==> config.mk <==
export PLATFORM = sky130hd
export DESIGN_NAME = pll_rst_seq
export DESIGN_NICKNAME = d
export VERILOG_FILES = /design/src/rtl/pll_seq_pkg.sv /design/src/rtl/cdc_sync_bit.sv /design/src/rtl/pll_rst_seq.sv
export SDC_FILE = /design/constraint.sdc
export NUM_CORES = 1
export LEC_CHECK = 0
export CORE_MARGIN = 2
export CORE_UTILIZATION = 45
export DETAILED_ROUTE_END_ITERATION = 12
export GPL_TIMING_DRIVEN = 0
export PLACE_DENSITY = 0.68
export RECOVER_POWER = 25
export SETUP_SLACK_MARGIN = 0.5
export SKIP_CTS_REPAIR_TIMING = 1
export SLEW_MARGIN = 15
export SYNTH_ARGS = -nofsm -noshare
export SYNTH_HDL_FRONTEND = slang
export SYNTH_SLANG_ARGS = --single-unit
==> constraint.sdc <==
create_clock -name clk -period 2 [get_ports clk]
set_input_delay 0.4 -clock clk [delete_from_list [all_inputs] [get_ports clk]]
set_output_delay 0.4 -clock clk [all_outputs]
set_load 0.02 [all_outputs]
==> src/rtl/pll_seq_pkg.sv <==
// Shared definitions for the PLL reset sequencer: the sequencer state
// encoding, default timing constants and the per-state counter reload value.
package pll_seq_pkg;

   typedef enum logic [2:0] {
      PLL_RST   = 3'd0,
      WAIT_LOCK = 3'd1,
      STABLE    = 3'd2,
      HOLD      = 3'd3,
      RUN       = 3'd4,
      FAULT     = 3'd5
   } seqState_e;

   localparam int DEF_SYNC_STAGES        = 2;
   localparam int DEF_PLL_RST_CYCLES     = 16;
   localparam int DEF_LOCK_TIMEOUT       = 50000;
   localparam int DEF_LOCK_STABLE_CYCLES = 1024;
   localparam int DEF_CORE_RST_HOLD      = 64;
   localparam int DEF_MAX_RETRY          = 8;
   localparam int DEF_CNT_W              = 16;

   // The sequencer uses a single down-counter that is reloaded whenever a
   // state is entered. A state lasting N cycles reloads N-1 and leaves when
   // the counter reads zero. RUN and FAULT are not timed, so they load zero.
   function automatic int reloadValue(
      input seqState_e st,
      input int        pllRstCycles,
      input int        lockTimeout,
      input int        stableCycles,
      input int        holdCycles
   );
      int value;
      value = 0;
      case (st)
         PLL_RST:   value = pllRstCycles - 1;
         WAIT_LOCK: value = lockTimeout - 1;
         STABLE:    value = stableCycles - 1;
         HOLD:      value = holdCycles - 1;
         default:   value = 0;
      endcase
      return value;
   endfunction

endpackage

==> src/rtl/cdc_sync_bit.sv <==
// Single-bit synchronizer: a chain of STAGES flops that brings an
// asynchronous level into the clk domain.
//   clk   - destination clock
//   rst_n - asynchronous active-low reset, clears every stage
//   d     - asynchronous input level
//   q     - synchronized level, STAGES clk edges behind d
module cdc_sync_bit #(
   parameter int STAGES = 2
) (
   input  logic clk,
   input  logic rst_n,
   input  logic d,
   output logic q
);

   logic [STAGES-1:0] syncQ;

   // Shift the input through the flop chain; only the last stage is used
   // downstream so metastability in the first stage has a full cycle to settle.
   always_ff @(posedge clk or negedge rst_n) begin
      if (!rst_n) begin
         syncQ <= '0;
      end else begin
         syncQ <= {syncQ[STAGES-2:0], d};
      end
   end

   assign q = syncQ[STAGES-1];

endmodule

==> src/rtl/pll_rst_seq.sv <==
// PLL reset sequencer. Runs on the free-running board clock, pulses the PLL
// reset, waits for a lock that stays put, then releases the CPU-domain reset.
// A PLL that does not lock in time is retried; too many failures park the
// sequencer in FAULT. A lock loss after the stable check re-asserts the
// system reset and restarts the whole sequence.
//   clk          - free-running board clock
//   rst_n        - asynchronous active-low reset
//   pll_lock_i   - PLL lock, asynchronous to clk
//   pll_rst_o    - PLL reset request, active high
//   sys_rst_n_o  - CPU-domain reset, active low
//   locked_o     - high only while running
//   lock_lost_o  - one-cycle pulse for each lock loss in HOLD or RUN
//   fault_o      - sticky, retries exhausted
//   retry_cnt_o  - failed lock attempts since the last RUN entry
//   loss_cnt_o   - saturating count of lock-loss events
module pll_rst_seq
   import pll_seq_pkg::*;
#(
   parameter int SYNC_STAGES        = DEF_SYNC_STAGES,
   parameter int PLL_RST_CYCLES     = DEF_PLL_RST_CYCLES,
   parameter int LOCK_TIMEOUT       = DEF_LOCK_TIMEOUT,
   parameter int LOCK_STABLE_CYCLES = DEF_LOCK_STABLE_CYCLES,
   parameter int CORE_RST_HOLD      = DEF_CORE_RST_HOLD,
   parameter int MAX_RETRY          = DEF_MAX_RETRY,
   parameter int CNT_W              = DEF_CNT_W
) (
   input  logic       clk,
   input  logic       rst_n,
   input  logic       pll_lock_i,
   output logic       pll_rst_o,
   output logic       sys_rst_n_o,
   output logic       locked_o,
   output logic       lock_lost_o,
   output logic       fault_o,
   output logic [7:0] retry_cnt_o,
   output logic [7:0] loss_cnt_o
);

   localparam logic [CNT_W-1:0] RESET_CNT = CNT_W'(reloadValue(PLL_RST,
      PLL_RST_CYCLES, LOCK_TIMEOUT, LOCK_STABLE_CYCLES, CORE_RST_HOLD));
   localparam logic [7:0] RETRY_LIMIT = 8'(MAX_RETRY);

   seqState_e        stateQ, stateD;
   logic [CNT_W-1:0] cntQ, cntD;
   logic             pllRstQ, pllRstD;
   logic             sysRstNQ, sysRstND;
   logic             lockedQ, lockedD;
   logic             lockLostQ, lockLostD;
   logic             faultQ, faultD;
   logic [7:0]       retryQ, retryD;
   logic [7:0]       lossQ, lossD;
   logic [7:0]       retryInc;
   logic             lossEvent;
   logic             cntZero;
   logic             lockS;

   // Every decision is taken on the synchronized lock, never on the raw pin.
   cdc_sync_bit #(
      .STAGES (SYNC_STAGES)
   ) uLockSync (
      .clk   (clk),
      .rst_n (rst_n),
      .d     (pll_lock_i),
      .q     (lockS)
   );

   function automatic logic [CNT_W-1:0] reloadFor(input seqState_e st);
      return CNT_W'(reloadValue(st, PLL_RST_CYCLES, LOCK_TIMEOUT,
                                LOCK_STABLE_CYCLES, CORE_RST_HOLD));
   endfunction

   assign cntZero  = (cntQ == '0);
   assign retryInc = retryQ + 8'd1;

   // State register and registered outputs. Reset puts the sequencer at the
   // start of a PLL reset pulse with the CPU held in reset.
   always_ff @(posedge clk or negedge rst_n) begin
      if (!rst_n) begin
         stateQ    <= PLL_RST;
         cntQ      <= RESET_CNT;
         pllRstQ   <= 1'b1;
         sysRstNQ  <= 1'b0;
         lockedQ   <= 1'b0;
         lockLostQ <= 1'b0;
         faultQ    <= 1'b0;
         retryQ    <= '0;
         lossQ     <= '0;
      end else begin
         stateQ    <= stateD;
         cntQ      <= cntD;
         pllRstQ   <= pllRstD;
         sysRstNQ  <= sysRstND;
         lockedQ   <= lockedD;
         lockLostQ <= lockLostD;
         faultQ    <= faultD;
         retryQ    <= retryD;
         lossQ     <= lossD;
      end
   end

   // Next-state logic. A lock seen on the last WAIT_LOCK cycle beats the
   // timeout, and a loss seen on the last HOLD cycle beats the RUN entry,
   // because the lock test is checked before the counter in both states.
   // Outputs are decoded from the next state so they move on the same edge
   // as the state itself.
   always_comb begin
      stateD    = stateQ;
      retryD    = retryQ;
      lossD     = lossQ;
      lossEvent = 1'b0;
      cntD      = cntQ;

      case (stateQ)
         PLL_RST: begin
            if (cntZero) stateD = WAIT_LOCK;
         end
         WAIT_LOCK: begin
            if (lockS) begin
               stateD = STABLE;
            end else if (cntZero) begin
               retryD = retryInc;
               stateD = (retryInc == RETRY_LIMIT) ? FAULT : PLL_RST;
            end
         end
         STABLE: begin
            if (!lockS)       stateD = WAIT_LOCK;
            else if (cntZero) stateD = HOLD;
         end
         HOLD: begin
            if (!lockS) begin
               lossEvent = 1'b1;
               stateD    = PLL_RST;
            end else if (cntZero) begin
               stateD = RUN;
            end
         end
         RUN: begin
            if (!lockS) begin
               lossEvent = 1'b1;
               stateD    = PLL_RST;
            end
         end
         FAULT: begin
            stateD = FAULT;
         end
         default: begin
            stateD = PLL_RST;
         end
      endcase

      if ((stateD == RUN) && (stateQ != RUN)) retryD = '0;
      if (lossEvent && (lossQ != 8'hFF))     lossD = lossQ + 8'd1;

      if (stateD != stateQ) cntD = reloadFor(stateD);
      else if (!cntZero)    cntD = cntQ - 1'b1;

      pllRstD   = (stateD == PLL_RST) || (stateD == FAULT);
      sysRstND  = (stateD == RUN);
      lockedD   = (stateD == RUN);
      lockLostD = lossEvent;
      faultD    = (stateD == FAULT);
   end

   assign pll_rst_o   = pllRstQ;
   assign sys_rst_n_o = sysRstNQ;
   assign locked_o    = lockedQ;
   assign lock_lost_o = lockLostQ;
   assign fault_o     = faultQ;
   assign retry_cnt_o = retryQ;
   assign loss_cnt_o  = lossQ;

endmodule

==> results of run 1 <==
-- cells in the mapped netlist, types with 2 or more instances --
| cell | n | share of area, % |
|---|---|---|
| o211ai_1 | 4 | 1.3 |
| o21ai_0 | 12 | 2.5 |
| ha_1 | 4 | 2.1 |
| dfrtp_1 | 36 | 37 |
| nand3b_1 | 2 | 0.62 |
| nor3_1 | 11 | 2.3 |
| xnor2_1 | 13 | 4.7 |
| buf_2 | 5 | 1.0 |
| mux2i_1 | 2 | 0.83 |
| o22ai_1 | 6 | 1.6 |
| or3_1 | 5 | 1.3 |
| nand4_1 | 6 | 1.6 |
| a21o_1 | 2 | 0.62 |
| nor4_1 | 3 | 0.78 |
| dfstp_2 | 5 | 5.5 |
| and4_1 | 2 | 0.73 |
| a22oi_1 | 2 | 0.62 |
| inv_1 | 8 | 1.3 |
| o21a_1 | 4 | 1.3 |
| buf_4 | 2 | 0.62 |
| nand2_1 | 15 | 2.3 |
| xor2_1 | 15 | 5.5 |
| clkbuf_1 | 9 | 1.4 |
| or2_2 | 2 | 0.52 |
| or4_1 | 2 | 0.62 |
| a21oi_1 | 13 | 2.7 |
| o31a_1 | 3 | 1.1 |
| and3_1 | 4 | 1.0 |
| a31oi_1 | 6 | 1.6 |
| nand3_1 | 14 | 2.9 |
| nor2_1 | 30 | 4.7 |
| nand2b_1 | 3 | 0.78 |
-- area by class of cell --
type,count,area [um^2]
Buffer,16,129
Fill cell,417,1660
Multi-Input combinational cell,200,1510
Timing Repair Buffer,50,573
Tap cell,70,87.6
Clock buffer,6,82.6
Sequential cell,41,1030
Clock inverter,2,37.5
Inverter,8,30.0
-- path summary, 6_finish.rpt --
kind                       slack [ns]                      endpoint  depth (start not counted)
max in group asynchronous        1.00    retry_cnt_o[5]$_DFFE_PN0P_                          1
min                              0.31          cntQ[10]$_DFFE_PN0P_                          1
max reg2reg                     -0.42    retry_cnt_o[4]$_DFFE_PN0P_                          8
min in group clk                 0.35  uLockSync.syncQ[1]$_DFF_PN0_                          0
min reg2reg                      0.35  uLockSync.syncQ[1]$_DFF_PN0_                          0
max                             -0.42    retry_cnt_o[4]$_DFFE_PN0P_                          8
-- registers in the layout, indices dropped and copies added (netlist names), 2 cells and up --
| name | flops |
|---|---|
| cntQ | 16 |
| loss_cnt_o | 8 |
| retry_cnt_o | 8 |
| stateQ | 3 |
| uLockSync.syncQ | 2 |
-- metrics by stage --
step,std cells,util [%],power (W)
final,393,67.7,0.00268
after global routing,393,67.7,0.00281
after CTS,367,56.4,0.00248
after detailed placement,359,54.0,0.00177
after global placement,358,53.6,0.00175
after floorplan,265,-,0.00158
-- power groups by stage --
stage | combinational [W] | clock, W | sequential [W]
after CTS | 0.000667 | 0.000721 | 0.00110
after floorplan | 0.000469 | 0 | 0.00112
final | 0.000861 | 0.000712 | 0.00111
after global placement | 0.000643 | 0 | 0.00111
after global routing | 0.000937 | 0.000751 | 0.00112
after detailed placement | 0.000660 | 0 | 0.00111
-- worst register-to-register path: stages, from the launching register on --
cell and delay (ns):
dfrtp_1 0.40, or3_4 0.40, or3_4 0.34, buf_6 0.14
or3_4 0.41, a31oi_4 0.18, and4_1 0.24, buf_6 0.14
nor2_1 0.06
-- layer usage --
metal  track usage [%]  up-vias  wire length, um
li1                  -     1072                -
met4              3.93        0               78
met1              27.4     1110             2910
met5                 0        -                0
met2              31.7       56             3280
met3              3.53        6              239
-- cell families (layout without fill, tap and decap cells) --
logic type / Yosys count / after routing / share of synthesized area, %
xor gates and xnor gates: 28 / 28 / 10.2
AOI/OAI and AO/OA: 60 / 60 / 16.3
buffers and inverters: 24 / 82 / 4.32
adders and majority gates: 4 / 4 / 2.08
muxes: 3 / 3 / 1.30
DFF: 41 / 41 / 43.0
and+or+nand+nor: 105 / 105 / 22.9
==> reports/qor.csv, run 1 <==
metric,value,unit
grt_usage,19.5,%
crit_chain,"or3_4, or3_4, buf_6, or3_4, a31oi_4, and4_1, buf_6, nor2_1",
clkLatencyLatePin,0.30,ns
hpwl,3970,um
status,"complete, but fails checks",
setup_ws,-0.417,ns
die_area,5940,um^2
internal-power,0.00179,W
yosys_most_used_dff,dfrtp_1,
fmax,0.414,GHz
violations,negative setup slack,
final_cell_mix,"35 x dfrtp_1, 24 x nor2_1, 21 x dlymetal6s2s_1, 18 x buf_6, 15 x xor2_1",
path_clk_slew,0.08,ns
reg2reg_from,cntQ[11]$_DFFE_PN0P_,
p_comb_share,32.1,%
required,2.19,ns
hold_viol,0,
core-area,5140,um^2
synth_edf_count,0,
n_antenna_cell,0,
numCtsBuffers,5,
end_kind,flop,
tns,-10.14,ns
die_h,77.1,um
drt_iter0_drc,129,
crit_family,simple AND/OR/NAND/NOR gates,
cp-startpoint,cntQ[11]$_DFFE_PN0P_,
async_reset_ff_share,100,%
grt_pass1_vias,1965,
yosys_warnings,0,
die_w,77.1,um
p_leak,1.77,nW
syn_inst,265,
maxSlewViolCount,0,
antenna_found_initial,0,
gp_routability_congestion,0.833,
grt_pass1_wl,9540,um
hold_class,in2async,
clkPwrFrac,26.6,%
ys_ff_latch,41,
final_nets,329,
std_cell_rows,26,
stdcell_area,3480,um^2
critPathMaxStageDelay,0.41,ns
clockBufferDepth,2,
root_buffer,clkbuf_8,
ys_types,47,
drive_gt1_share,28.5,%
post-place-ws,-0.407,ns
skew,0.00546,ns
critPathLaunchType,flop,
antenna_left,0,
routed_wirelength,6510,um
syn_nets,272,
finalCriticalPeriod,2.42,ns
ir_drop,476,uV
syn_area_per_cell,9.07,um^2
switching_power,0.000889,W
portBuffers,23,
initial_core_util,46.7,%
wl_per_cell,16.6,um
dpl_cell_area,2780,um^2
crit_fanout,8,
clock-sinks,41,
cts-htree-levels,2,
finalSetupViolCount,30,
final_common_cell,dfrtp_1,
cpMostUsedCell,or3_4,
cts_tree,built,
holdWs,0.312,ns
vias,2244,
p_seq_share,41.3,%
crit_buf_inv,2,
drc,0,
yosysSeqAreaShare,43.0,%
viasPerCell,5.71,
syn2layout_area_growth,44.8,%
synthesis.area,2400,um^2
slew_headroom,22.7,%
fin_crit_sh,121,%
slowest_stage,or3_4,
grt-ovfl-total,0,
rsz0062_at_grt,true,
critPathArrivalTime,2.60,ns
power.share.switching,33.2,%
grt_max_degree,24,
drv_cap,0,
tightest_slew,1.16,ns
io_pins,24,
first_pass_iters,4,
path_class,reg2reg,
power.density,770,nW/um^2
No activity file was read; power rests on OpenSTA's default activity.
==> inputs of run 2 (changes only) <==
--- a/config.mk
+++ b/config.mk
@@ -13,7 +13,7 @@
 export RECOVER_POWER = 25
 export SETUP_SLACK_MARGIN = 0.5
 export SKIP_CTS_REPAIR_TIMING = 1
-export SLEW_MARGIN = 15
+export SLEW_MARGIN = 20
 export SYNTH_ARGS = -nofsm -noshare
 export SYNTH_HDL_FRONTEND = slang
 export SYNTH_SLANG_ARGS = --single-unit
==> results of run 2 <==
The final DEF is identical to that of run 1; final timing and power are the same.
==> inputs of run 3 (changes only) <==
--- a/config.mk
+++ b/config.mk
@@ -5,6 +5,8 @@
 export SDC_FILE = /design/constraint.sdc
 export NUM_CORES = 1
 export LEC_CHECK = 0
+export ABC_AREA = 1
+export CORE_ASPECT_RATIO = 1.25
 export CORE_MARGIN = 2
 export CORE_UTILIZATION = 45
 export DETAILED_ROUTE_END_ITERATION = 12
==> run 3 against run 2 <==
  * The flow still finishes with violations (negative setup slack)
  * Non-clock buffer count rose by 1
  * Sequential power grew 14%
  * Routed wire length shrank 11%
  * Setup slack gained 0.092 ns
  * Hold slack lost 0.10 ns
  * Largest cell class unchanged
  * Largest power group is now combinational logic
==> reports/qor.csv, run 3 <==
metric,value,unit,change
core-area,5370,um^2,was 5140 um^2
syn_area_per_cell,8.40,um^2,was 9.07 um^2
cts_tree,built,,unchanged
std_cell_rows,30,,was 26
syn_inst,293,,was 265
clock-sinks,41,,unchanged
hold_viol,0,,unchanged
worstRegToRegCells,17,,was 8
vias,2213,,was 2244
clkPwrFrac,18.2,%,was 26.6%
violations,negative setup slack,,unchanged
viasPerCell,5.19,,was 5.71
setup_ws,-0.326,ns,was -0.417 ns
holdWs,0.212,ns,was 0.312 ns
antenna_found_initial,0,,unchanged
skew,0.00627,ns,was 0.00546 ns
finalCriticalPeriod,2.33,ns,was 2.42 ns
hold_class,in2async,,unchanged
gp_routability_congestion,0.813,,was 0.833
synth_edf_count,0,,unchanged
initial_core_util,45.8,%,was 46.7%
rsz0062_at_grt,true,,unchanged
grt_max_degree,25,,was 24
die_h,86.7,um,was 77.1 um
numCtsBuffers,5,,unchanged
status,"complete, but fails checks",,unchanged
largest_reg_flops,16,,unchanged
crit_fanout,8,,unchanged
power.density,1090,nW/um^2,was 770 nW/um^2
ys_types,36,,was 47
routed_wirelength,5800,um,was 6510 um
critPathArrivalTime,2.50,ns,was 2.60 ns
die_w,70.1,um,was 77.1 um
syn2layout_area_growth,43.5,%,was 44.8%
final_cells,426,,was 393
root_buffer,clkbuf_8,,unchanged
internal-power,0.00233,W,was 0.00179 W
io_pins,24,,unchanged
async_reset_ff_share,100,%,unchanged
yosys.area.top_type,dfrtp_1,,unchanged
synthesis.area,2460,um^2,was 2400 um^2
path_clk_slew,0.08,ns,about the same
drv_cap,0,,unchanged
n_antenna_cell,0,,unchanged
maxSlewViolCount,0,,unchanged
ys_ff_latch,41,,unchanged
drive_gt1_share,37.8,%,was 28.5%
dp_cells,381,,was 359
power.share.switching,39.7,%,was 33.2%
dpl_cell_area,2850,um^2,was 2780 um^2
first_pass_iters,4,,unchanged
p_seq_share,32.6,%,was 41.3%
final_nets,368,,was 329
ys_top_cells_by_count,"53 x nand2_1, 36 x dfrtp_1, 35 x nor2_1",,"was 36 x dfrtp_1, 30 x nor2_1, 15 x nand2_1, 15 x xor2_1, 14 x nand3_1"
yosysSeqAreaShare,42.0,%,was 43.0%
required,2.18,ns,was 2.19 ns
portBuffers,23,,unchanged
drt_iter0_drc,120,,was 129
final_core_utilization,65.8,%,was 67.7%
clkLatencyLatePin,0.29,ns,was 0.30 ns
p_leak,1.93,nW,was 1.77 nW
critPathLaunchType,flop,,unchanged
grt_pass1_vias,1880,,was 1965
antenna_left,0,,unchanged
tightest_slew,0.932,ns,was 1.16 ns
fmax,0.430,GHz,was 0.414 GHz
clockBufferDepth,2,,unchanged
drc,0,,unchanged
die_area,6080,um^2,was 5940 um^2
p_comb_share,49.2,%,was 32.1%
fin_crit_sh,116,%,was 121%
grt-ovfl-total,0,,unchanged
syn_nets,300,,was 272
final_cell_mix,"48 x nand2_1, 33 x buf_4, 28 x dfrtp_1, 25 x nor2_1, 24 x inv_1",,"was 35 x dfrtp_1, 24 x nor2_1, 21 x dlymetal6s2s_1, 18 x buf_6, 15 x xor2_1"
slew_headroom,37.9,%,was 22.7%
top_register,cntQ,,unchanged
yosys_warnings,0,,unchanged
cts-htree-levels,2,,unchanged
switching_power,0.00153,W,was 0.000889 W
synth_most_common_cell,nand2_1,,was dfrtp_1
path_class,reg2reg,,unchanged
final_common_cell,nand2_1,,was dfrtp_1
end_kind,flop,,unchanged
grt_usage,17.4,%,was 19.5%
finalSetupViolCount,18,,was 30
wl_per_cell,13.6,um,was 16.6 um
yosys_most_used_dff,dfrtp_1,,unchanged
ir_drop,864,uV,was 476 uV
stdcell_area,3530,um^2,was 3480 um^2
yosys-top-cells-area,"dfrtp_1 37%, nand2_1 8.1%, dfstp_2 5.3%, nor2_1 5.3%, inv_1 4.6%",,"was dfrtp_1 38%, dfstp_2 5.5%, xor2_1 5.5%, xnor2_1 4.7%, nor2_1 4.7%"
grt_pass1_wl,8410,um,was 9540 um
hpwl,3600,um,was 3970 um
synth_top_area_share,36.6,%,was 37.5%
==> run 3: cell types whose count changed after synthesis, moves of 6 or more <==
| cell | delta |
|---|---|
| nand2_1 | +38 |
| inv_1 | +22 |
| o21ai_0 | -11 |
| clkbuf_1 | -8 |
| nand4_1 | +8 |
| nand2_4 | +6 |
| nor2_2 | +6 |
| o22ai_1 | -6 |
==> run 3: routing by layer <==
layer | GRT usage (%) | share of wire, %
met5 | 0 | 0
met4 | 6.99 | 2.5
met3 | 3.84 | 3.7
met2 | 28.3 | 52
met1 | 22.7 | 42
==> run 3: final cells by class <==
cell class | instances | area [um^2]
Clock inverter | 2 | 37.5
Fill cell | 422 | 1840
Inverter | 31 | 129
Multi-Input combinational cell | 215 | 1500
Clock buffer | 6 | 82.6
Tap cell | 64 | 80.1
Timing Repair Buffer | 61 | 599
Sequential cell | 41 | 1040
Buffer | 6 | 62.6
==> run 3: worst paths after layout <==
check / slack, ns / endpoint / startpoint
min in group clk: 0.36 / uLockSync.syncQ[1]$_DFF_PN0_ / uLockSync.syncQ[0]$_DFF_PN0_
min reg2reg: 0.36 / uLockSync.syncQ[1]$_DFF_PN0_ / uLockSync.syncQ[0]$_DFF_PN0_
min: 0.21 / retry_cnt_o[2]$_DFFE_PN0P_ / rst_n
max: -0.33 / cntQ[15]$_DFFE_PN0P_ / cntQ[0]$_DFFE_PN1P_
max reg2reg: -0.33 / cntQ[15]$_DFFE_PN0P_ / cntQ[0]$_DFFE_PN1P_
max in group asynchronous: 0.66 / stateQ[0]$_DFF_PN0_ / rst_n
==> run 3: through the flow <==
stage	setup WS, ns	TNS [ns]	power (W)
after floorplan	-0.113	-1.23	0.00240
after global placement	-0.685	-25.45	0.00267
after detailed placement	-0.359	-5.59	0.00271
after CTS	-0.394	-6.24	0.00342
after global routing	-0.476	-7.57	0.00412
final	-0.326	-4.65	0.00386
==> run 3: power by group through the flow <==
stage / sequential [W] / clock [W] / combinational [W]
after floorplan: 0.00124 / 0 / 0.00115
after global placement: 0.00124 / 0 / 0.00143
final: 0.00126 / 0.000702 / 0.00190
after global routing: 0.00129 / 0.000761 / 0.00207
after detailed placement: 0.00124 / 0 / 0.00147
after CTS: 0.00123 / 0.000717 / 0.00147
==> run 3: cell families (layout without fill, tap and decap cells) <==
family | after synthesis | in the layout | synth area share [%]
simple gates | 157 | 157 | 33.0
flops | 41 | 41 | 42.0
buf+inv | 37 | 106 | 6.61
compound gates | 35 | 35 | 9.51
xor+xnor | 18 | 18 | 6.41
fa+ha+maj | 4 | 4 | 2.03
mux | 1 | 1 | 0.458
==> run 3: critical path, cell delays in order, from the launching register on <==
cell and delay (ns):
dfstp_2 0.38, inv_2 0.07, ha_4 0.15, inv_4 0.04
nor2_4 0.09, nand3_2 0.10, nor2_4 0.16, nand3_4 0.09
nor2_4 0.13, nand2_1 0.08, nand2_2 0.11, nand2_2 0.08
nand2_4 0.12, nand2_4 0.08, nand2_8 0.08, nand3_4 0.11
nor2_4 0.25, a21oi_1 0.07
